File: src/rtl/ifu_prefetch.sv
// rtl/ifu_prefetch.sv - prefetching instruction fetch unit with redirect flush
//
// Purpose: issues sequential instruction fetches ahead of decode and keeps
// the returned words in an in-order prefetch buffer. Ecall and branch
// redirects flush the buffer and discard the responses still in flight.
// A misaligned redirect target parks the unit in FAULT until the next
// redirect arrives.
//
// Ports:
//   clk, rst                    clock, asynchronous active-low reset
//   ecall_taken/ecall_target    redirect request, highest priority
//   branch_taken/branch_target  redirect request, used when no ecall
//   req_valid/req_ready/req_addr  fetch request channel to memory
//   resp_valid/resp_data        in-order memory response, always accepted
//   inst_valid/inst_ready       head-of-buffer handshake to decode
//   inst, pc, snpc              head instruction, its PC and PC + 4
//   fetch_fault, fault_pc       misaligned redirect target is held
//
// Optional build macro IFU_PREFETCH_PERF_EN adds the perf_fetched,
// perf_flushed and perf_stall event counters.

module ifu_prefetch #(
   parameter int              XLEN      = 32,
   parameter logic [XLEN-1:0] RESET_PC  = 32'h8000_0000,
   parameter int              BUF_DEPTH = 4,
   parameter int              CNT_W     = $clog2(BUF_DEPTH) + 1
) (
   input  logic            clk,
   input  logic            rst,
   input  logic            ecall_taken,
   input  logic [XLEN-1:0] ecall_target,
   input  logic            branch_taken,
   input  logic [XLEN-1:0] branch_target,
   output logic            req_valid,
   input  logic            req_ready,
   output logic [XLEN-1:0] req_addr,
   input  logic            resp_valid,
   input  logic [XLEN-1:0] resp_data,
   output logic            inst_valid,
   input  logic            inst_ready,
   output logic [XLEN-1:0] inst,
   output logic [XLEN-1:0] pc,
   output logic [XLEN-1:0] snpc,
   output logic            fetch_fault,
   output logic [XLEN-1:0] fault_pc
`ifdef IFU_PREFETCH_PERF_EN
   ,
   output logic [31:0]     perf_fetched,
   output logic [31:0]     perf_flushed,
   output logic [31:0]     perf_stall
`endif
);

   localparam int PTR_W = $clog2(BUF_DEPTH);
   localparam logic [CNT_W:0]   DEPTH_W = (CNT_W+1)'(BUF_DEPTH);
   localparam logic [CNT_W-1:0] DEPTH_C = CNT_W'(BUF_DEPTH);

   localparam logic [1:0] ST_BOOT  = 2'd0;
   localparam logic [1:0] ST_RUN   = 2'd1;
   localparam logic [1:0] ST_FAULT = 2'd2;

   logic [1:0]       state_q, state_d;
   logic [XLEN-1:0]  fetch_pc_q, fetch_pc_d;
   logic [XLEN-1:0]  fault_pc_q, fault_pc_d;
   logic [CNT_W-1:0] count_q, count_d;
   logic [CNT_W-1:0] outstanding_q, outstanding_d;
   logic [CNT_W-1:0] drop_q, drop_d;
   logic [PTR_W-1:0] rd_ptr_q, rd_ptr_d;
   logic [PTR_W-1:0] wr_ptr_q, wr_ptr_d;
   logic [PTR_W-1:0] pf_rd_q, pf_rd_d;
   logic [PTR_W-1:0] pf_wr_q, pf_wr_d;

   // Instruction buffer and the side FIFO holding the PC of every live
   // (not yet dropped) request in issue order.
   logic [XLEN-1:0]  buf_inst_q [BUF_DEPTH];
   logic [XLEN-1:0]  buf_pc_q   [BUF_DEPTH];
   logic [XLEN-1:0]  pf_pc_q    [BUF_DEPTH];

   logic            redirect;
   logic [XLEN-1:0] target;
   logic [CNT_W:0]  live_cnt;
   logic            req_fire;
   logic            resp_ok;
   logic            resp_live;
   logic            resp_drop;
   logic            pop;

   assign redirect = ecall_taken | branch_taken;
   assign target   = ecall_taken ? ecall_target : branch_target;

   // Buffered entries plus requests whose data will still be kept; the
   // dropped responses no longer need a buffer slot.
   assign live_cnt = {1'b0, count_q} + {1'b0, outstanding_q} - {1'b0, drop_q};

   assign req_valid = (state_q == ST_RUN) && !redirect && (live_cnt < DEPTH_W);
   assign req_addr  = fetch_pc_q;
   assign req_fire  = req_valid & req_ready;

   // Guarding on outstanding keeps the counters from underflowing when a
   // spurious response shows up.
   assign resp_ok   = resp_valid && (outstanding_q != '0);
   assign resp_live = resp_ok && !redirect && (drop_q == '0);
   assign resp_drop = resp_ok && !redirect && (drop_q != '0);

   assign inst_valid = (count_q != '0);
   assign pop        = inst_valid & inst_ready & !redirect;

   assign inst        = inst_valid ? buf_inst_q[rd_ptr_q] : '0;
   assign pc          = inst_valid ? buf_pc_q[rd_ptr_q] : RESET_PC;
   assign snpc        = pc + XLEN'(4);
   assign fetch_fault = (state_q == ST_FAULT);
   assign fault_pc    = fault_pc_q;

   always_comb begin
      state_d       = state_q;
      fetch_pc_d    = fetch_pc_q;
      fault_pc_d    = fault_pc_q;
      count_d       = count_q;
      outstanding_d = outstanding_q;
      drop_d        = drop_q;
      rd_ptr_d      = rd_ptr_q;
      wr_ptr_d      = wr_ptr_q;
      pf_rd_d       = pf_rd_q;
      pf_wr_d       = pf_wr_q;

      if (redirect) begin
         // Everything issued so far becomes stale; the response arriving
         // in this cycle is already discarded, so it is not counted again.
         count_d       = '0;
         rd_ptr_d      = '0;
         wr_ptr_d      = '0;
         pf_rd_d       = '0;
         pf_wr_d       = '0;
         outstanding_d = outstanding_q - CNT_W'(resp_ok);
         drop_d        = outstanding_q - CNT_W'(resp_ok);
         fetch_pc_d    = target;
         if (target[1:0] != 2'b00) begin
            state_d    = ST_FAULT;
            fault_pc_d = target;
         end else begin
            state_d    = ST_RUN;
         end
      end else begin
         if (state_q == ST_BOOT) begin
            state_d = ST_RUN;
         end
         if (req_fire) begin
            fetch_pc_d = fetch_pc_q + XLEN'(4);
            pf_wr_d    = pf_wr_q + PTR_W'(1);
         end
         outstanding_d = outstanding_q + CNT_W'(req_fire) - CNT_W'(resp_ok);
         drop_d        = drop_q - CNT_W'(resp_drop);
         if (resp_live) begin
            wr_ptr_d = wr_ptr_q + PTR_W'(1);
            pf_rd_d  = pf_rd_q + PTR_W'(1);
         end
         if (pop) begin
            rd_ptr_d = rd_ptr_q + PTR_W'(1);
         end
         count_d = count_q + CNT_W'(resp_live) - CNT_W'(pop);
      end
   end

   always_ff @(posedge clk or negedge rst) begin
      if (!rst) begin
         state_q       <= ST_BOOT;
         fetch_pc_q    <= RESET_PC;
         fault_pc_q    <= '0;
         count_q       <= '0;
         outstanding_q <= '0;
         drop_q        <= '0;
         rd_ptr_q      <= '0;
         wr_ptr_q      <= '0;
         pf_rd_q       <= '0;
         pf_wr_q       <= '0;
      end else begin
         state_q       <= state_d;
         fetch_pc_q    <= fetch_pc_d;
         fault_pc_q    <= fault_pc_d;
         count_q       <= count_d;
         outstanding_q <= outstanding_d;
         drop_q        <= drop_d;
         rd_ptr_q      <= rd_ptr_d;
         wr_ptr_q      <= wr_ptr_d;
         pf_rd_q       <= pf_rd_d;
         pf_wr_q       <= pf_wr_d;
      end
   end

   // Storage needs no reset: every entry is written before it is read.
   always_ff @(posedge clk) begin
      if (req_fire) begin
         pf_pc_q[pf_wr_q] <= fetch_pc_q;
      end
      if (resp_live) begin
         buf_inst_q[wr_ptr_q] <= resp_data;
         buf_pc_q[wr_ptr_q]   <= pf_pc_q[pf_rd_q];
      end
   end

`ifdef IFU_PREFETCH_PERF_EN
   logic [31:0] perf_fetched_q, perf_fetched_d;
   logic [31:0] perf_flushed_q, perf_flushed_d;
   logic [31:0] perf_stall_q, perf_stall_d;

   always_comb begin
      perf_fetched_d = perf_fetched_q + 32'(pop);
      perf_flushed_d = perf_flushed_q;
      if (redirect) begin
         perf_flushed_d = perf_flushed_q + 32'(live_cnt);
      end
      perf_stall_d = perf_stall_q;
      if (inst_ready && !inst_valid && (state_q != ST_FAULT)) begin
         perf_stall_d = perf_stall_q + 32'd1;
      end
   end

   always_ff @(posedge clk or negedge rst) begin
      if (!rst) begin
         perf_fetched_q <= '0;
         perf_flushed_q <= '0;
         perf_stall_q   <= '0;
      end else begin
         perf_fetched_q <= perf_fetched_d;
         perf_flushed_q <= perf_flushed_d;
         perf_stall_q   <= perf_stall_d;
      end
   end

   assign perf_fetched = perf_fetched_q;
   assign perf_flushed = perf_flushed_q;
   assign perf_stall   = perf_stall_q;
`endif

   // Protocol checks: responses must match a request, the credit rule must
   // keep the buffer from overflowing, and the in-flight counter must fit.
   always @(posedge clk) begin
      if (rst) begin
         assert (!(resp_valid && (outstanding_q == '0)));
         assert (!(resp_live && (count_q == DEPTH_C)));
         assert (!(req_fire && !resp_ok && (outstanding_q == {CNT_W{1'b1}})));
      end
   end

endmodule

File: config.mk
export PLATFORM = sky130hd
export DESIGN_NAME = ifu_prefetch
export DESIGN_NICKNAME = d
export VERILOG_FILES = /design/src/rtl/ifu_prefetch.sv
export SDC_FILE = /design/constraint.sdc
export NUM_CORES = 1
export LEC_CHECK = 0
export BUFFER_PORTS_ARGS = -buffer_cell sky130_fd_sc_hd__buf_2
export CAP_MARGIN = 20
export CORE_AREA = 2 2 187 189
export DETAILED_ROUTE_END_ITERATION = 16
export DIE_AREA = 0 0 189 191
export PLACE_DENSITY = 0.92
export SLEW_MARGIN = 10
export SYNTH_ARGS = -nofsm -noshare
export SYNTH_HDL_FRONTEND = slang
export SYNTH_SLANG_ARGS = --single-unit
File: constraint.sdc
create_clock -name clk -period 10.8 [get_ports clk]
set_input_delay 2.16 -clock clk [delete_from_list [all_inputs] [get_ports clk]]
set_output_delay 2.16 -clock clk [all_outputs]
set_load 0.02 [all_outputs]
==> results.sh, run 1 <==
export IMPL_arrival_ns=4.26
export IMPL_cp_cell_sequence="buf_4 -> mux4_2 -> o211ai_1 -> nand4bb_1 -> or4_1 -> o21ai_0 -> buf_2"
export IMPL_seqPwrFrac_pct=52.1
export IMPL_synth_flop_cell="edfxtp_1"
export IMPL_drive_above_1_share_pct=29.9
export IMPL_synth_top_area_cell="edfxtp_1"
export IMPL_crit_end="snpc[23]"
export IMPL_layout_common_cells="384 x edfxtp_1, 264 x buf_2, 98 x mux4_2, 90 x nand2_1, 79 x dfrtp_1"
export IMPL_cts_tree="built"
export IMPL_synthCells=1254
export IMPL_rr_startpoint="count_q[1]"
export IMPL_ios=266
export IMPL_dr_pass1_iters=5
export IMPL_fmax_ghz=0.156
export IMPL_clk_latency_ns=0.55
export IMPL_final_util_pct=68.4
export IMPL_max_clock_path_buffers=3
export IMPL_p_total_uw=4000
export IMPL_antenna_found_initial=1
export IMPL_dr_wl_met3_um=4560
export IMPL_synthArstFlopShare_pct=17.8
export IMPL_fp_dieH_um=191
export IMPL_path_delay_family="simple AND/OR/NAND/NOR gates"
export IMPL_clkPwrFrac_pct=37.6
export IMPL_startpoint="rd_ptr_q[0]"
export IMPL_grt_max_degree=84
export IMPL_synthTopCellsByArea="edfxtp_1 57%, mux4_2 11%, dfrtp_1 10%"
export IMPL_drc_errors=0
export IMPL_crit_required_ns=8.64
export IMPL_cts_buffers_inserted=44
export IMPL_ys_seq_elements=467
export IMPL_max_stage_delay_ns=0.93
export IMPL_cts_resized=0
export IMPL_synth_cell_type_count=59
export IMPL_wirelength_um=47900
export IMPL_reg2reg_to="outstanding_q[2]"
export IMPL_diodes=0
export IMPL_vias_per_cell=6.25
export IMPL_wl_met1_um=18200
export IMPL_cts_root_buf="clkbuf_16"
export IMPL_post_route_period_util_pct=59.5
export IMPL_ctsHoldBuffers=0
export IMPL_crit_path_start_kind="flip-flop"
export IMPL_slowest_stage="dfrtp_4"
export IMPL_synth_top_area_share_pct=57.3
export IMPL_initial_core_util_pct=59.0
export IMPL_path_class="reg -> out"
export IMPL_grt_pass1_wl_um=73400
export IMPL_core_area_um2=34100
export IMPL_initialDrtViolationCount=1394
export IMPL_worst_slew_pin_transition_ns=1.06
export IMPL_p_switching_uw=971
export IMPL_peakVddDrop_mv=0.106
export IMPL_rows=68
export IMPL_period_needed_ns=6.42
export IMPL_wl_met2_um=24100
export IMPL_hold_viol=0
export IMPL_route_vias_total=12500
export IMPL_powerDensity_nw_per_um2=172
export IMPL_dp_hpwl_um=30500
export IMPL_grt_usage_pct=26.7
export IMPL_avgSynthCellArea_um2=16.1
export IMPL_synth_edf_count=384
export IMPL_overflow=0
export IMPL_synth_nets=1382
export IMPL_fin_skew_ns=0.0322
export IMPL_nets=1644
export IMPL_setup_tns_ns=0
export IMPL_layout_commonest_cell="edfxtp_1"
export IMPL_p_int_uw=3030
export IMPL_crit_fanout=46
export IMPL_portBuffers=265
export IMPL_synth_seq_area_share_pct=67.6
export IMPL_cp_end_kind="output port"
export IMPL_slew_headroom_pct=29.5
export IMPL_hold_class="reg -> reg"
export IMPL_htree_levels=2
export IMPL_place_congestion=0.893
export IMPL_setup_viol=0
export IMPL_n_fill_cell=2155
export IMPL_slew_violations=0
export IMPL_dieWidth_um=189
export IMPL_netlist_area_um2=20100
export IMPL_comb_power_share_pct=10.3
export IMPL_p_leak_uw=0.00852
export IMPL_worstPathBufferInverterCount=2
export IMPL_r2r_cells=17
export IMPL_rsz0062_at_grt="no"
export IMPL_highest_layer="met5"
export IMPL_die_area_um2=36100
export IMPL_cts_setup_buffers=0
export IMPL_yosys_warnings=0
export IMPL_drt_wirelength_per_cell_um=23.9
export IMPL_grt_pass1_vias=12700
export IMPL_clock_sinks=467
export IMPL_cts_reportedPaths_clkPinSlew_ns=0.07
export IMPL_maxCapViolCount=0
export IMPL_r2r_slack_ns=6.09
export IMPL_antenna_left=0
export IMPL_path_depth=7
export IMPL_area_growth_pct=15.8
export IMPL_status="finished clean"
export IMPL_p_sw_share_pct=24.3
-- cell type report --
cell class | count | area [um^2] | share of cell area [%]
clock buffers | 65 | 1260 | 5.40
well taps | 455 | 569 | 2.44
multi-input cells | 688 | 6130 | 26.3
repair buffers | 278 | 1460 | 6.26
inverters | 37 | 141 | 0.606
flip-flops and latches | 467 | 13600 | 58.4
clock inverters | 16 | 148 | 0.633
-- registers in the layout, indices dropped and copies added, names as in the netlist --
register	cells
req_addr	32
fault_pc	32
pf_wr_q	2
pf_rd_q	2
buf_pc_q	128
count_q	3
rd_ptr_q	2
pf_pc_q	128
buf_inst_q	128
wr_ptr_q	2
outstanding_q	3
state_q	2
drop_q	3
-- cells in the mapped netlist (all sizes together) (3+ instances only) --
library cell,count
a22oi,7
mux2i,53
or4,4
nand3b,3
nand4,12
o21a,3
and2,71
or2,3
nand2b,7
o22ai,3
o31a,8
clkbuf,41
or3,6
o211ai,7
xor2,20
mux4,102
o31ai,3
edfxtp,384
nand2,92
nor2,63
nor3,28
buf,21
dfrtp,82
o21ai,20
and3,6
nor2b,5
inv,37
nand3,25
xnor2,33
fa,4
a21oi,42
nor4,19
ha,21
-- how the worst min path moves through the flow --
stage | slack [ns] | cells past startpoint | start | to
floorplan | 0.46 | 1 | state_q[1] | state_q[1]
finish | 0.49 | 2 | fault_pc[1] | fault_pc[1]
CTS | 0.49 | 2 | fault_pc[1] | fault_pc[1]
detailed placement | 0.47 | 2 | fault_pc[1] | fault_pc[1]
global route | 0.51 | 2 | fault_pc[1] | fault_pc[1]
global placement | 0.47 | 2 | fault_pc[0] | fault_pc[0]
-- tightest hold or removal path, cell delays in order (launching register included) --
cell	delay, ns
dfrtp_1	0.34
nand2_1	0.05
nand2_1	0.06
-- kinds of logic (layout without fill, tap and decap cells) --
family / after synthesis / in the layout / share of synthesized area [%]
XOR/XNOR: 53 / 53 / 2.30
buffers and inverters: 99 / 396 / 2.14
flip-flops: 467 / 467 / 67.6
AO/OA/AOI/OAI: 103 / 103 / 3.15
AND/OR/NAND/NOR: 352 / 352 / 9.02
adder cells (fa/ha/maj): 25 / 25 / 1.70
multiplexers: 155 / 155 / 14.1
-- power by group through the flow --
stage	clock network (uW)	logic [uW]	registers, uW
final	1510	413	2080
after detailed placement	0	408	2120
after global routing	1580	449	2090
after CTS	1520	411	2080
after global placement	0	384	2110
after floorplan	0	232	2130
-- layer usage --
layer | vias up | global-route usage [%]
met3 | 105 | 5.10
met5 | - | 0
li1 | 5317 | -
met4 | 2 | 6.07
met2 | 835 | 46.2
met1 | 6270 | 35.4
-- stage by stage --
step	instances	hold slack (ns)	area, um^2	worst slack [ns]
floorplan	1254	0.465	20100	5.58
global placement	1923	0.466	21900	5.02
detailed placement	1924	0.473	21900	4.93
CTS	2005	0.493	23300	4.31
global route	2006	0.509	23300	4.12
finish	2006	0.490	23300	4.38
Power figures use the tool's default switching activity.
==> run 2, diff against run 1 <==
--- a/config.mk
+++ b/config.mk
@@ -7,10 +7,10 @@
 export LEC_CHECK = 0
 export BUFFER_PORTS_ARGS = -buffer_cell sky130_fd_sc_hd__buf_2
 export CAP_MARGIN = 20
-export CORE_AREA = 2 2 187 189
+export CORE_AREA = 2 2 200 202
 export DETAILED_ROUTE_END_ITERATION = 16
-export DIE_AREA = 0 0 189 191
-export PLACE_DENSITY = 0.92
+export DIE_AREA = 0 0 202 204
+export PLACE_DENSITY = 0.86
 export SLEW_MARGIN = 10
 export SYNTH_ARGS = -nofsm -noshare
 export SYNTH_HDL_FRONTEND = slang
==> constraint.sdc (replaced) <==
create_clock -name clk -period 5.75 [get_ports clk]
set_input_delay 1.15 -clock clk [delete_from_list [all_inputs] [get_ports clk]]
set_output_delay 1.15 -clock clk [all_outputs]
set_load 0.02 [all_outputs]
==> run 2 against run 1 <==
Die area up 14%. Clock-buffer cell count down 2. Combinational power up 85%. Worst setup slack worse by 4.0 ns. Sequential power up 88%. Cell area up 1.5%. Core utilization down 7.9 points. First-iteration DRC count down 20%. Register-to-register slack worse by 4.1 ns. Via count down 2.9%. Cell count up 4.2%.
==> results.sh, run 2 (synthesis results as in run 1) <==
export IMPL_clock_sinks=467
export IMPL_antenna_left=0
export IMPL_drc_errors=0
export IMPL_rows=73
export IMPL_drt_wirelength_per_cell_um=21.7
export IMPL_die_area_um2=41200
export IMPL_powerDensity_nw_per_um2=333
export IMPL_reg2reg_to="outstanding_q[2]"
export IMPL_worstHoldPathCells=1
export IMPL_initialDrtViolationCount=1110
export IMPL_place_area_um2=22000
export IMPL_max_clock_path_buffers=3
export IMPL_hold_viol=0
export IMPL_grt_pass1_wl_um=70900
export IMPL_cp_end_kind="output port"
export IMPL_layout_commonest_cell="edfxtp_1"
export IMPL_clk_latency_ns=0.58
export IMPL_initial_core_util_pct=51.4
export IMPL_setup_tns_ns=0
export IMPL_n_fill_cell=2798
export IMPL_peakVddDrop_mv=0.213
export IMPL_area_growth_pct=17.5
export IMPL_fmax_ghz=0.186
export IMPL_overflow=0
export IMPL_dr_pass1_iters=5
export IMPL_cts_setup_buffers=0
export IMPL_dp_slack_ns=0.992
export IMPL_arrival_ns=4.22
export IMPL_cts_reportedPaths_clkPinSlew_ns=0.06
export IMPL_core_area_um2=39200
export IMPL_seqPwrFrac_pct=49.6
export IMPL_cts_buffers_inserted=48
export IMPL_rsz0062_at_grt="no"
export IMPL_vias_per_cell=5.82
export IMPL_largest_registers="buf_inst_q x128, buf_pc_q x128, pf_pc_q x128"
export IMPL_maxCapViolCount=0
export IMPL_stdcell_count=2090
export IMPL_rr_startpoint="count_q[1]"
export IMPL_p_switching_uw=1890
export IMPL_worst_slew_pin_transition_ns=1.03
export IMPL_crit_fanout=36
export IMPL_min_from="pf_rd_q[0]"
export IMPL_grt_max_degree=65
export IMPL_fin_skew_ns=0.0293
export IMPL_r2r_cells=17
export IMPL_setup_viol=0
export IMPL_hold_slack_ns=0.497
export IMPL_place_congestion=0.882
export IMPL_antenna_found_initial=1
export IMPL_ios=266
export IMPL_crit_path_start_kind="flip-flop"
export IMPL_grt_pass1_vias=12400
export IMPL_cts_root_buf="clkbuf_16"
export IMPL_route_vias_total=12200
export IMPL_p_leak_uw=0.00864
export IMPL_dp_hpwl_um=30100
export IMPL_slew_headroom_pct=31.0
export IMPL_finalWorstSetupSlack_ns=0.384
export IMPL_p_sw_share_pct=24.0
export IMPL_fp_dieH_um=204
export IMPL_p_int_uw=5990
export IMPL_hold_end="pf_rd_q[0]"
export IMPL_period_needed_ns=5.37
export IMPL_cts_resized=0
export IMPL_slew_violations=0
export IMPL_dieWidth_um=202
export IMPL_design_area_um2=23700
export IMPL_htree_levels=2
export IMPL_clkPwrFrac_pct=40.7
export IMPL_comb_power_share_pct=9.7
export IMPL_drive_above_1_share_pct=30.4
export IMPL_dp_cells=1999
export IMPL_crit_required_ns=4.60
export IMPL_hold_class="reg -> reg"
export IMPL_status="finished clean"
export IMPL_wirelength_um=45300
export IMPL_grt_usage_pct=22.2
export IMPL_nets=1652
export IMPL_post_route_period_util_pct=93.3
export IMPL_r2r_slack_ns=1.98
export IMPL_cts_tree="built"
export IMPL_portBuffers=265
export IMPL_ctsHoldBuffers=0
export IMPL_path_class="reg -> out"
export IMPL_layout_common_cells="384 x edfxtp_1, 264 x buf_2, 98 x mux4_2, 90 x nand2_1, 78 x dfrtp_1"
## run 2: critical path, stage by stage (launching register included)
cell	delay, ns
dfrtp_4	0.68
inv_1	0.54
mux4_2	0.63
nor4b_4	0.43
nand4bb_1	0.44
or4_1	0.60
o21ai_0	0.11
buf_2	0.21
## run 2: final cells by class
class	instances	area, um^2	area share (%)
Sequential cell	467	13600	57.5
Multi-Input combinational cell	688	6130	25.9
Timing Repair Buffer	282	1460	6.15
Clock buffer	63	1330	5.62
Tap cell	525	657	2.78
Clock inverter	27	334	1.41
Inverter	37	141	0.597
Antenna cell	1	2.50	0.0106
## run 2: through the flow
| step | total power [uW] | util [%] |
|---|---|---|
| final | 7880 | 60.4 |
| after floorplan | 4440 | - |
| after CTS | 7930 | 60.4 |
| after global placement | 4700 | 56.1 |
| after global routing | 8160 | 60.4 |
| after detailed placement | 4740 | 56.1 |
## run 2: how the worst max path moves through the flow
stage / from / endpoint / cells after the start
2_1_floorplan: count_q[2] / snpc[20] / 11
3_3_place_gp: rd_ptr_q[1] / snpc[31] / 7
3_5_place_dp: rd_ptr_q[1] / snpc[31] / 7
4_1_cts: rd_ptr_q[1] / snpc[31] / 7
5_1_grt: rd_ptr_q[1] / snpc[31] / 7
6_report: rd_ptr_q[1] / snpc[23] / 7
## run 2: metal layers
layer	part of all wire, %	vias up	global-route usage [%]
met4	2.8	0	6.99
li1	-	5348	-
met2	47	638	35.9
met1	42	6082	31.0
met3	8.0	103	4.23
met5	0	-	0
## run 2: power groups by stage
stage               clock (uW)  combinational (uW)  sequential [uW]
global route              3390                 849             3920
global placement             0                 737             3960
detailed placement           0                 763             3970
floorplan                    0                 435             4010
CTS                       3250                 769             3910
finish                    3210                 764             3910
==> run 3, diff against run 2 <==
--- a/config.mk
+++ b/config.mk
@@ -7,9 +7,9 @@
 export LEC_CHECK = 0
 export BUFFER_PORTS_ARGS = -buffer_cell sky130_fd_sc_hd__buf_2
 export CAP_MARGIN = 20
-export CORE_AREA = 2 2 200 202
+export CORE_AREA = 3 3 201 203
 export DETAILED_ROUTE_END_ITERATION = 16
-export DIE_AREA = 0 0 202 204
+export DIE_AREA = 0 0 204 206
 export PLACE_DENSITY = 0.86
 export SLEW_MARGIN = 10
 export SYNTH_ARGS = -nofsm -noshare
==> run 3 against run 2 <==
Cell area decreased by 0.91%. Critical path depth unchanged. Sequential power about the same. Cell count decreased by 0.62%. Clock power decreased by 10%. Worst setup slack improved by 0.075 ns. Register-to-register slack got worse by 0.81 ns. Global-route usage decreased by 0.56 points. First-iteration DRC count decreased by 4.1%. Clock skew increased by 0.0033 ns. Critical endpoint unchanged.
==> results.sh, run 3 (synthesis results as in run 1) <==
export IMPL_cts_reportedPaths_clkPinSlew_ns=0.06
export IMPL_slew_violations=0
export IMPL_antenna_left=0
export IMPL_powerDensity_nw_per_um2=322
export IMPL_nets=1649
export IMPL_period_needed_ns=5.29
export IMPL_route_vias_total=12200
export IMPL_initialDrtViolationCount=1064
export IMPL_die_area_um2=42000
export IMPL_drt_wirelength_per_cell_um=21.9
export IMPL_n_fill_cell=2730
export IMPL_multiInputGateArea_um2=6130
export IMPL_fmax_ghz=0.189
export IMPL_drive_above_1_share_pct=29.5
export IMPL_min_from="fault_pc[1]"
export IMPL_grt_max_degree=65
export IMPL_initial_core_util_pct=52.1
export IMPL_status="finished clean"
export IMPL_layout_common_cells="384 x edfxtp_1, 264 x buf_2, 98 x mux4_2, 90 x nand2_1, 79 x dfrtp_1"
export IMPL_drc_errors=0
export IMPL_rsz0062_at_grt="no"
export IMPL_peakVddDrop_mv=0.251
export IMPL_largest_registers="buf_inst_q x128, buf_pc_q x128, pf_pc_q x128"
export IMPL_rr_startpoint="outstanding_q[1]"
export IMPL_dieWidth_um=204
export IMPL_setup_tns_ns=0
export IMPL_path_class="reg -> out"
export IMPL_grt_usage_pct=21.7
export IMPL_rows=72
export IMPL_portBuffers=265
export IMPL_layout_commonest_cell="edfxtp_1"
export IMPL_p_leak_uw=0.00854
export IMPL_slew_headroom_pct=34.2
export IMPL_startpoint="rd_ptr_q[1]"
export IMPL_dp_hpwl_um=30800
export IMPL_antenna_found_initial=1
export IMPL_r2r_slack_ns=1.17
export IMPL_clk_latency_ns=0.58
export IMPL_core_area_um2=38600
export IMPL_post_route_period_util_pct=92.0
export IMPL_maxCapViolCount=0
export IMPL_vias_per_cell=5.86
export IMPL_clock_sinks=467
export IMPL_cts_setup_buffers=0
export IMPL_hold_viol=0
export IMPL_cts_buffers_inserted=46
export IMPL_arrival_ns=4.14
export IMPL_worst_slew_pin_transition_ns=0.987
export IMPL_crit_fanout=34
export IMPL_setup_viol=0
export IMPL_cts_resized=0
export IMPL_overflow=0
export IMPL_grt_pass1_vias=12400
export IMPL_area_growth_pct=16.4
export IMPL_fin_skew_ns=0.0326
export IMPL_hold_class="reg -> reg"
export IMPL_fp_dieH_um=206
export IMPL_p_total_uw=7550
export IMPL_htree_levels=2
export IMPL_ctsHoldBuffers=0
export IMPL_wirelength_um=45500
export IMPL_ff_latch_area_um2=13600
export IMPL_ios=266
export IMPL_cts_tree="built"
export IMPL_grt_pass1_wl_um=70500
export IMPL_place_congestion=0.925
export IMPL_cts_root_buf="clkbuf_16"
export IMPL_dr_pass1_iters=5
export IMPL_crit_path_start_kind="flip-flop"
export IMPL_max_clock_path_buffers=3
export IMPL_crit_required_ns=4.60
export IMPL_cp_end_kind="output port"
[run 3: area by class of cell]
type | count | area share [%]
Antenna cell | 2 | 0.0213
Clock buffer | 65 | 5.48
Clock inverter | 19 | 0.710
Inverter | 37 | 0.603
Multi-Input combinational cell | 688 | 26.1
Sequential cell | 467 | 58.1
Tap cell | 518 | 2.76
Timing Repair Buffer | 281 | 6.23
[run 3: critical path: stages, from the launching register on]
cell and delay (ns):
dfrtp_4 0.70, inv_1 0.58, mux4_2 0.63, nor4b_4 0.37, nand4bb_1 0.43, or4_1 0.59, o21ai_0 0.08, buf_2 0.19
[run 3: metal layers]
| metal | track usage (%) | vias up | part of all wire [%] |
|---|---|---|---|
| met5 | 0 | - | 0.015 |
| met4 | 6.24 | 2 | 2.4 |
| met3 | 4.58 | 89 | 9.9 |
| met2 | 35.5 | 693 | 48 |
| met1 | 29.9 | 6055 | 40 |
| li1 | - | 5342 | - |
[run 3: final timing paths]
check	endpoint	cells after the start
max in group asynchronous	rd_ptr_q[1]	2
setup / recovery	snpc[23]	7
setup reg to reg	outstanding_q[2]	17
min in group asynchronous	fault_pc[31]	1
hold / removal	fault_pc[1]	2
hold reg to reg	fault_pc[1]	2
[run 3: power by group]
| part | total [uW] | internal (uW) | switching (uW) |
|---|---|---|---|
| Combinational | 767 | 291 | 477 |
| Sequential | 3910 | 3790 | 123 |
| Clock | 2880 | 1650 | 1220 |
[run 3: per-stage QoR]
| stage | cells | util (%) | worst slack, ns | hold slack [ns] | cell area [um^2] |
|---|---|---|---|---|---|
| after floorplan | 1254 | - | 1.54 | 0.465 | 20100 |
| after global placement | 1990 | 56.9 | 1.11 | 0.466 | 22000 |
| after detailed placement | 1990 | 56.9 | 1.05 | 0.494 | 22000 |
| after CTS | 2074 | 60.6 | 0.445 | 0.509 | 23400 |
| after global routing | 2075 | 60.7 | 0.311 | 0.536 | 23400 |
| final | 2077 | 60.7 | 0.459 | 0.512 | 23500 |
